[src/rtl/instr_receiver_pkg.sv]
// Shared definitions for the instruction receiver: FSM encoding and default sizes.
package instr_receiver_pkg;

    typedef enum logic [1:0] {
        ST_IDLE  = 2'd0,
        ST_FETCH = 2'd1,
        ST_DRAIN = 2'd2,
        ST_DONE  = 2'd3
    } state_t;

    localparam int DEF_IWIDTH = 32;
    localparam int DEF_FDEPTH = 8;
    localparam int DEF_AWIDTH = 3;

endpackage

[src/rtl/instr_receiver_if.sv]
// Word bus of the receiver: upstream syn/ack source side and downstream FWFT consumer side.
interface instr_receiver_if #(
    parameter int IWIDTH = instr_receiver_pkg::DEF_IWIDTH
) ();

    logic              t_o_syn;
    logic [IWIDTH-1:0] t_i_instr;
    logic              t_i_ack;
    logic              t_i_last;
    logic [IWIDTH-1:0] t_o_instr;
    logic              t_o_valid;
    logic              t_i_ready;

    modport slave (
        output t_o_syn, t_o_instr, t_o_valid,
        input  t_i_instr, t_i_ack, t_i_last, t_i_ready
    );

    modport master (
        input  t_o_syn, t_o_instr, t_o_valid,
        output t_i_instr, t_i_ack, t_i_last, t_i_ready
    );

endinterface

[src/rtl/instr_fifo.sv]
// Synchronous first-word-fall-through FIFO; a push into a full FIFO only lands when a pop frees a slot.
module instr_fifo #(
    parameter int IWIDTH = 32,
    parameter int FDEPTH = 8,
    parameter int AWIDTH = 3
) (
    input  logic              t_clk,
    input  logic              t_rst,
    input  logic              push,
    input  logic [IWIDTH-1:0] push_data,
    input  logic              pop,
    output logic              full,
    output logic              empty,
    output logic [AWIDTH:0]   count,
    output logic [IWIDTH-1:0] head
);

    logic [IWIDTH-1:0] mem [FDEPTH];
    logic [AWIDTH-1:0] wptr;
    logic [AWIDTH-1:0] rptr;
    logic              push_ok;
    logic              pop_ok;

    assign empty   = (count == '0);
    assign full    = (count == (AWIDTH+1)'(FDEPTH));
    assign pop_ok  = pop && !empty;
    assign push_ok = push && (!full || pop_ok);
    assign head    = mem[rptr];

    always_ff @(posedge t_clk or negedge t_rst) begin
        if (!t_rst) begin
            wptr  <= '0;
            rptr  <= '0;
            count <= '0;
        end else begin
            if (push_ok) wptr <= wptr + AWIDTH'(1);
            if (pop_ok)  rptr <= rptr + AWIDTH'(1);
            count <= count + (AWIDTH+1)'(push_ok) - (AWIDTH+1)'(pop_ok);
        end
    end

    // Storage carries data only, so it is left out of reset.
    always_ff @(posedge t_clk) begin
        if (push_ok) mem[wptr] <= push_data;
    end

endmodule

[src/rtl/instr_receiver.sv]
// Program loader: requests words from a syn/ack source with credit flow control and buffers them for a consumer.
module instr_receiver
    import instr_receiver_pkg::*;
#(
    parameter int IWIDTH = DEF_IWIDTH,
    parameter int FDEPTH = DEF_FDEPTH,
    parameter int AWIDTH = DEF_AWIDTH
) (
    input  logic                t_clk,
    input  logic                t_rst,
    input  logic                t_i_start,
    instr_receiver_if.slave     bus,
    output logic                t_o_busy,
    output logic                t_o_done,
    output logic                t_o_err
);

    state_t            state;
    state_t            state_nxt;
    logic              syn;
    logic              syn_nxt;
    logic              fetch_push;
    logic              pop_ok;
    logic              push_ok;
    logic              overflow;
    logic              full;
    logic              empty;
    logic [AWIDTH:0]   count;
    logic [AWIDTH:0]   count_nxt;
    logic [AWIDTH+1:0] need;
    logic [IWIDTH-1:0] head;

    instr_fifo #(
        .IWIDTH (IWIDTH),
        .FDEPTH (FDEPTH),
        .AWIDTH (AWIDTH)
    ) u_fifo (
        .t_clk     (t_clk),
        .t_rst     (t_rst),
        .push      (fetch_push),
        .push_data (bus.t_i_instr),
        .pop       (bus.t_i_ready),
        .full      (full),
        .empty     (empty),
        .count     (count),
        .head      (head)
    );

    assign fetch_push = bus.t_i_ack && (state == ST_FETCH);
    assign pop_ok     = !empty && bus.t_i_ready;
    assign push_ok    = fetch_push && (!full || pop_ok);
    assign overflow   = fetch_push && full && !pop_ok;
    assign count_nxt  = count + (AWIDTH+1)'(push_ok) - (AWIDTH+1)'(pop_ok);

    // Credit: buffered words, the ack still in flight and the new request must all fit.
    assign need    = (AWIDTH+2)'(count_nxt) + (AWIDTH+2)'(syn) + (AWIDTH+2)'(1);
    assign syn_nxt = (state_nxt == ST_FETCH) && (need <= (AWIDTH+2)'(FDEPTH));

    always_comb begin
        state_nxt = state;
        case (state)
            ST_IDLE:  if (t_i_start) state_nxt = ST_FETCH;
            ST_FETCH: if (fetch_push && bus.t_i_last) state_nxt = ST_DRAIN;
            ST_DRAIN: if (empty && !syn) state_nxt = ST_DONE;
            ST_DONE:  if (t_i_start) state_nxt = ST_FETCH;
            default:  state_nxt = ST_IDLE;
        endcase
    end

    always_ff @(posedge t_clk or negedge t_rst) begin
        if (!t_rst) begin
            state    <= ST_IDLE;
            syn      <= 1'b0;
            t_o_busy <= 1'b0;
            t_o_done <= 1'b0;
            t_o_err  <= 1'b0;
        end else begin
            state    <= state_nxt;
            syn      <= syn_nxt;
            t_o_busy <= (state_nxt == ST_FETCH) || (state_nxt == ST_DRAIN);
            t_o_done <= (state_nxt == ST_DONE);
            if (overflow) t_o_err <= 1'b1;
        end
    end

    assign bus.t_o_syn   = syn;
    assign bus.t_o_valid = !empty;
    assign bus.t_o_instr = head;

endmodule

[src/flat_wrapper.sv]
// flat-port wrapper written by rule: the top's interface ports become plain ports
module instr_receiver_flat import instr_receiver_pkg::*;
#(
    parameter int IWIDTH = DEF_IWIDTH,
    parameter int FDEPTH = DEF_FDEPTH,
    parameter int AWIDTH = DEF_AWIDTH
)
  (t_clk, t_rst, t_i_start, t_o_busy, t_o_done, t_o_err, bus_t_o_syn, bus_t_o_instr, bus_t_o_valid, bus_t_i_instr, bus_t_i_ack, bus_t_i_last, bus_t_i_ready);
  instr_receiver_if #(.IWIDTH(IWIDTH)) bus_i ();
  input  logic t_clk;
  input  logic t_rst;
  input  logic t_i_start;
  output logic t_o_busy;
  output logic t_o_done;
  output logic t_o_err;
  output wire logic [$bits(bus_i.t_o_syn)-1:0] bus_t_o_syn;
  output wire logic [$bits(bus_i.t_o_instr)-1:0] bus_t_o_instr;
  output wire logic [$bits(bus_i.t_o_valid)-1:0] bus_t_o_valid;
  input wire logic [$bits(bus_i.t_i_instr)-1:0] bus_t_i_instr;
  input wire logic [$bits(bus_i.t_i_ack)-1:0] bus_t_i_ack;
  input wire logic [$bits(bus_i.t_i_last)-1:0] bus_t_i_last;
  input wire logic [$bits(bus_i.t_i_ready)-1:0] bus_t_i_ready;
  assign bus_t_o_syn = bus_i.t_o_syn;
  assign bus_t_o_instr = bus_i.t_o_instr;
  assign bus_t_o_valid = bus_i.t_o_valid;
  assign bus_i.t_i_instr = bus_t_i_instr;
  assign bus_i.t_i_ack = bus_t_i_ack;
  assign bus_i.t_i_last = bus_t_i_last;
  assign bus_i.t_i_ready = bus_t_i_ready;
  instr_receiver #(.IWIDTH(IWIDTH), .FDEPTH(FDEPTH), .AWIDTH(AWIDTH)) u_core (.t_clk(t_clk), .t_rst(t_rst), .t_i_start(t_i_start), .bus(bus_i), .t_o_busy(t_o_busy), .t_o_done(t_o_done), .t_o_err(t_o_err));
endmodule
[config.mk]
export PLATFORM = sky130hd
export DESIGN_NAME = instr_receiver_flat
export DESIGN_NICKNAME = d
export VERILOG_FILES = /design/src/rtl/instr_receiver_pkg.sv /design/src/rtl/instr_receiver_if.sv /design/src/rtl/instr_fifo.sv /design/src/rtl/instr_receiver.sv /design/src/flat_wrapper.sv
export SDC_FILE = /design/constraint.sdc
export NUM_CORES = 1
export LEC_CHECK = 0
export ABC_AREA = 0
export BUFFER_PORTS_ARGS = -buffer_cell sky130_fd_sc_hd__buf_2
export CAP_MARGIN = 20
export CORE_ASPECT_RATIO = 0.75
export CORE_MARGIN = 1
export CORE_UTILIZATION = 58
export CTS_CLUSTER_DIAMETER = 100
export DETAILED_ROUTE_END_ITERATION = 6
export PLACE_DENSITY = 0.77
export SKIP_LAST_GASP = 1
export SLEW_MARGIN = 0
export SYNTH_ARGS = -nofsm -noshare
export SYNTH_HDL_FRONTEND = slang
export SYNTH_SLANG_ARGS = --single-unit
[constraint.sdc]
create_clock -name t_clk -period 14.9 [get_ports t_clk]
set_input_delay 1.49 -clock t_clk [delete_from_list [all_inputs] [get_ports t_clk]]
set_output_delay 1.49 -clock t_clk [all_outputs]
set_load 0.1 [all_outputs]
Word level (Yosys, flattened, before mapping)
Memory sizes are Yosys's and may differ from the RTL's.
Index checks and enable logic that the tools add are counted.
{"block": "totals", "regBits": 16, "out_inout_bits": 37, "n_memories": 1, "input_bits": 38, "word_cells": 46, "ramBits": 256}
{"memory": "u_core.u_fifo.mem", "words": 8, "word_bits": 32, "rd": 1, "rd_ports_with_merged_regs": 0, "wr": 1, "line": "instr_fifo.sv:18", "rtl": "logic [IWIDTH-1:0] mem [FDEPTH];"}
{"block": "op_classes", "n_lt_le_gt_ge": 1, "mux": 6, "n_eq_ne": 7, "reduce_logical": 17, "n_addsub": 6}
{"op": "2-bit == test, second input constant", "n": 4}
{"op": "1-bit logical AND", "n": 8}
{"op": "3-bit by 1-bit adder with 3-bit output, second input constant", "n": 2}
{"op": "2-bit 2-to-1 mux", "n": 3}
{"op": "2-bit case mux with 3 select lines", "n": 1}
{"op": "4-bit by 1-bit adder with 5-bit output", "n": 1}
{"op": "5-bit by 1-bit adder with 5-bit output, second input constant", "n": 1}
{"op": "5-bit by 4-bit less-or-equal comparator with 1-bit output, second input constant", "n": 1}
{"op": "4-bit by 1-bit adder with 4-bit output", "n": 1}
{"op": "2-bit by 1-bit == test with 1-bit output, second input constant", "n": 2}
{"op": "4-bit == test, second input constant", "n": 1}
{"op": "1-bit zero test", "n": 4}
{"op": "4-bit zero test", "n": 1}
{"op": "4-bit by 1-bit subtractor with 4-bit output", "n": 1}
{"op": "2-bit zero test", "n": 1}
{"op": "1-bit logical OR", "n": 2}
{"op": "1-bit 2-to-1 mux", "n": 2}
{"op": "2-bit OR reduction", "n": 1}

Longest topological paths before layout
{"block": "depth", "depth_word": 11, "depth_mapped": 16, "ltp_nobuf": 16}

Hierarchy
From an unflattened synthesis, not the netlist that was laid out.
{"block": "unflattened", "hier_cells": 491, "area_unflattened_um2": 10921.7}
{"module": "instr_fifo", "cells_per_inst": 433, "instances": 1, "area_each_um2": 10363.7, "seq_area_each_um2": 7937.6}
{"module": "instr_receiver", "cells_per_inst": 58, "instances": 1, "area_each_um2": 558.0, "seq_area_each_um2": 150.1}

Worst setup path before layout
Ideal clock, no wire load.
{"block": "synth_timing", "kind": "input -> register", "from": "input bus_t_i_ready", "to": "memory u_core.u_fifo.mem[2][0], enable pin", "t_required_ns": 14.387, "path_buffers": 0, "path_slack_ns": 8.999, "setup_ns": 0.513, "t_arrival_ns": 5.388, "stages": 4, "path_cell_list": "nand2b_1 -> a31oi_2 -> inv_1 -> nor4b_1"}
{"block": "synth_via", "elab_chain_len": 5}
{"element": "from (decl)", "line": "flat_wrapper.sv:22", "rtl": "input wire logic [$bits(bus_i.t_i_ready)-1:0] bus_t_i_ready;"}
{"element": "1-bit logical AND", "line": "instr_fifo.sv:26", "rtl": "assign pop_ok = pop && !empty;"}
{"element": "1-bit logical OR", "line": "instr_fifo.sv:27", "rtl": "assign push_ok = push && (!full || pop_ok);"}
{"element": "1-bit logical AND", "line": "instr_fifo.sv:27"}
{"element": "1-bit 2-to-1 mux", "line": "instr_fifo.sv:44", "rtl": "if (push_ok) mem[wptr] <= push_data;"}
{"element": "1-bit 2-to-1 mux (implied by the code)", "line": "instr_fifo.sv:44"}
{"element": "to (decl)", "line": "instr_fifo.sv:18"}
Every way passes these cells.

Worst setup path after layout
{"block": "layout_timing", "from": "register u_core.u_fifo.rptr[0]", "to": "output bus_t_o_instr[13]"}
{"block": "layout_via", "elab_chain_len": 1}
{"element": "from (decl)", "line": "instr_fifo.sv:20", "rtl": "logic [AWIDTH-1:0] rptr;"}
{"element": "from (signal assigned)", "line": "instr_fifo.sv:37", "rtl": "if (pop_ok) rptr <= rptr + AWIDTH'(1);"}
{"element": "memory 8 x 32 bit"}
{"element": "to (decl)", "line": "flat_wrapper.sv:17", "rtl": "output wire logic [$bits(bus_i.t_o_instr)-1:0] bus_t_o_instr;"}
Every way passes these cells.

==> results.md <==
- Clock Tree Root: clkbuf_16
- Tmin final: 4700 ps
- Gpl congestion: 0.786
- Clock skew: 6.66 ps
- Flop and latch count out of synthesis: 272
- Die width: 159 um
- Synth cell types: 39
- DRT iter0 DRCs: 330
- Cell count after synthesis: 468
- CP required: 13410 ps
- Most frequent cells in the layout: edfxtp_1, buf_2, mux4_2
- Number of top-level design ports: 75
- Worst-margin pin slew: 1030 ps
- DR pass1 iterations: 4
- Final setup viols: 0
- H-tree depth: 1
- Mapped cell area: 10700 um^2
- RSZ-0062 raised after global routing: no
- WL/cell: 22.9 um
- Crit-path cells: buf_4 > mux4_1 > mux2_2 > buf_2
- Hold Vio Cnt, Final: 0
- Number of vias per cell: 5.88
- Max transition margin: 31.0%
- Post-DP HPWL: 10.8 mm
- Status: finished, final reports clean
- First-pass GRT wire length: 29.3 mm
- Area delta synth->final: 13.2%
- Port-buffer cells: 74
- DR vias: 4875
- Fin Setup TNS: 0 ps
- Core area: 17900 um^2
- Max cap viols: 0
- ANT nets after route: 0
- CP peak stage delay: 790 ps
- Clk Latency, worst-skew pair: 510 ps
- Sink Count: 272
- Post-CTS setup buffer count: 0
- Most common cell after layout, fill and taps aside: edfxtp_1
- CP Capture Type: output port
- Syn avg cell area: 22.9 um^2
- Synthesized Nets: 522
- Fmax: 0.213 GHz
- Layout cell share with drive strength beyond 1: 35.2%
- Fin crit share: 31.5%
- Vias in the first global route: 5147
- Fin nets: 621
- GRT Util Overall: 20.8%
- Final wirelength: 19.0 mm
- Cell row count: 42
- DIE HEIGHT: 120 um
- Critical-path cell with the highest stage delay: buf_4
- Hold Path Class: reg -> reg
- DRC: 0
- Fin. max-slew vios: 0
- Clock slew at reported path FFs: 60 ps
- Synth warnings: 0
- Remaining Overflow, GRT: 0
- Pin count of the biggest net entering global routing: 67
- Hold-fix buffers at CTS: 0
- Setup Crit Path Kind: reg -> out
- CTS tree: built
- Initial core utilization: 60.0%
- Crit path DAT: 3210 ps
- Post_cts resized: 0
- Clk buf depth: 3
- Worst-path maximum fanout: 50
- CTS Buf Count: 25
- CP startpoint kind: flip-flop
- Seq/Total Area, Yosys: 75.5%
- Antenna violations before repair: 1
- Die area: 19000 um^2
-- sequential cells by signal, indices dropped and copies added, names as in the netlist --
register             cells
u_core.t_o_err           1
u_core.u_fifo.rptr       3
u_core.t_o_busy          1
u_core.u_fifo.mem      256
u_core.u_fifo.count      4
u_core.u_fifo.wptr       3
u_core.state             2
u_core.bus.t_o_syn       1
u_core.t_o_done          1
-- cell families (layout without fill, tap and decap cells) --
family,count (synthesis),count (layout),share of synthesized area [%]
flip-flops,272,272,75.5
multiplexers,98,98,17.9
buffers and inverters,34,151,1.91
AND/OR/NAND/NOR,32,32,1.62
adder cells (fa/ha/maj),16,16,1.94
AO/OA/AOI/OAI,11,11,0.770
XOR/XNOR,5,5,0.409
other,0,2,0
-- layer usage --
metal / vias to the layer above / global-route usage (%) / share of wire (%)
met3: 32 / 4.29 / 6.2
met1: 2541 / 28.2 / 42
li1: 2162 / - / -
met4: 0 / 5.41 / 1.8
met5: - / 0 / 0
met2: 140 / 34.9 / 50
-- final timing paths --
kind                                                   startpoint                                 to  slack [ps]  depth (start not counted)
worst max-delay path            u_core.u_fifo.rptr[0]$_DFFE_PN0N_                  bus_t_o_instr[13]       10200                          4
worst min-delay path                   u_core.t_o_err$_DFFE_PN0P_         u_core.t_o_err$_DFFE_PN0P_         480                          1
worst max register to register   u_core.u_fifo.count[2]$_DFF_PN0_       u_core.bus.t_o_syn$_DFF_PN0_       11310                         16
min in group asynchronous                                   t_rst       u_core.bus.t_o_syn$_DFF_PN0_         880                          1
worst min register to register         u_core.t_o_err$_DFFE_PN0P_         u_core.t_o_err$_DFFE_PN0P_         480                          1
max in group asynchronous                                   t_rst  u_core.u_fifo.rptr[0]$_DFFE_PN0N_       13730                          1
-- per-stage QoR --
stage	cell area [um^2]	std cells	hold WS, ps	util (%)	worst slack (ps)
2_1_floorplan	10700	468	502	-	9000
3_3_place_gp	11400	782	466	63.9	10610
3_5_place_dp	11400	782	460	63.9	10380
4_1_cts	12100	827	481	67.9	10110
5_1_grt	12100	827	501	67.9	10020
6_report	12100	829	480	67.9	10200
-- Yosys cell counts --
cell type / number / area [um^2]
and3_1: 2 / 12.5
buf_6: 2 / 22.5
buf_12: 2 / 40.0
nand3b_1: 1 / 7.51
o32a_1: 1 / 10.0
inv_1: 15 / 56.3
a22oi_1: 1 / 7.51
o31a_1: 1 / 8.76
fa_1: 1 / 20.0
mux2_2: 34 / 383
buf_2: 6 / 30.0
mux4_1: 25 / 657
o21ai_0: 2 / 10.0
mux4_2: 39 / 878
edfxtp_1: 256 / 7690
clkbuf_1: 6 / 22.5
a21oi_1: 1 / 5.00
xor2_1: 1 / 8.76
buf_8: 2 / 30.0
o21bai_1: 1 / 7.51
nor4b_1: 3 / 26.3
a21o_1: 1 / 7.51
nand2b_1: 1 / 6.26
nor4_1: 1 / 6.26
buf_1: 1 / 3.75
dfrtp_1: 16 / 400
nand2_1: 8 / 30.0
or3_1: 1 / 6.26
a31oi_2: 1 / 12.5
o22ai_1: 1 / 6.26
nor3_1: 2 / 10.0
ha_1: 15 / 188
or3b_2: 1 / 8.76
nor3b_1: 2 / 15.0
nand3_1: 4 / 20.0
nor2b_1: 1 / 6.26
a211oi_1: 1 / 7.51
xnor2_1: 4 / 35.0
nor2_1: 5 / 18.8
-- critical path: cells and delay by family (launching register included) --
kind | cells | cell delay (ps)
buf+inv | 2 | 1090
mux | 2 | 940
flops | 1 | 630
-- area by class of cell --
type | instances | area [um^2]
Sequential cell | 272 | 8090
Fill cell | 1146 | 5730
Multi-Input combinational cell | 162 | 2470
Clock buffer | 35 | 663
Timing Repair Buffer | 91 | 498
Tap cell | 242 | 303
Inverter | 15 | 56.3
Clock inverter | 10 | 45.0
Antenna cell | 2 | 5.00
Power is left out: the tool's default activity adds up to more than one toggle a clock period on the data nets, which glitch-free logic cannot reach.
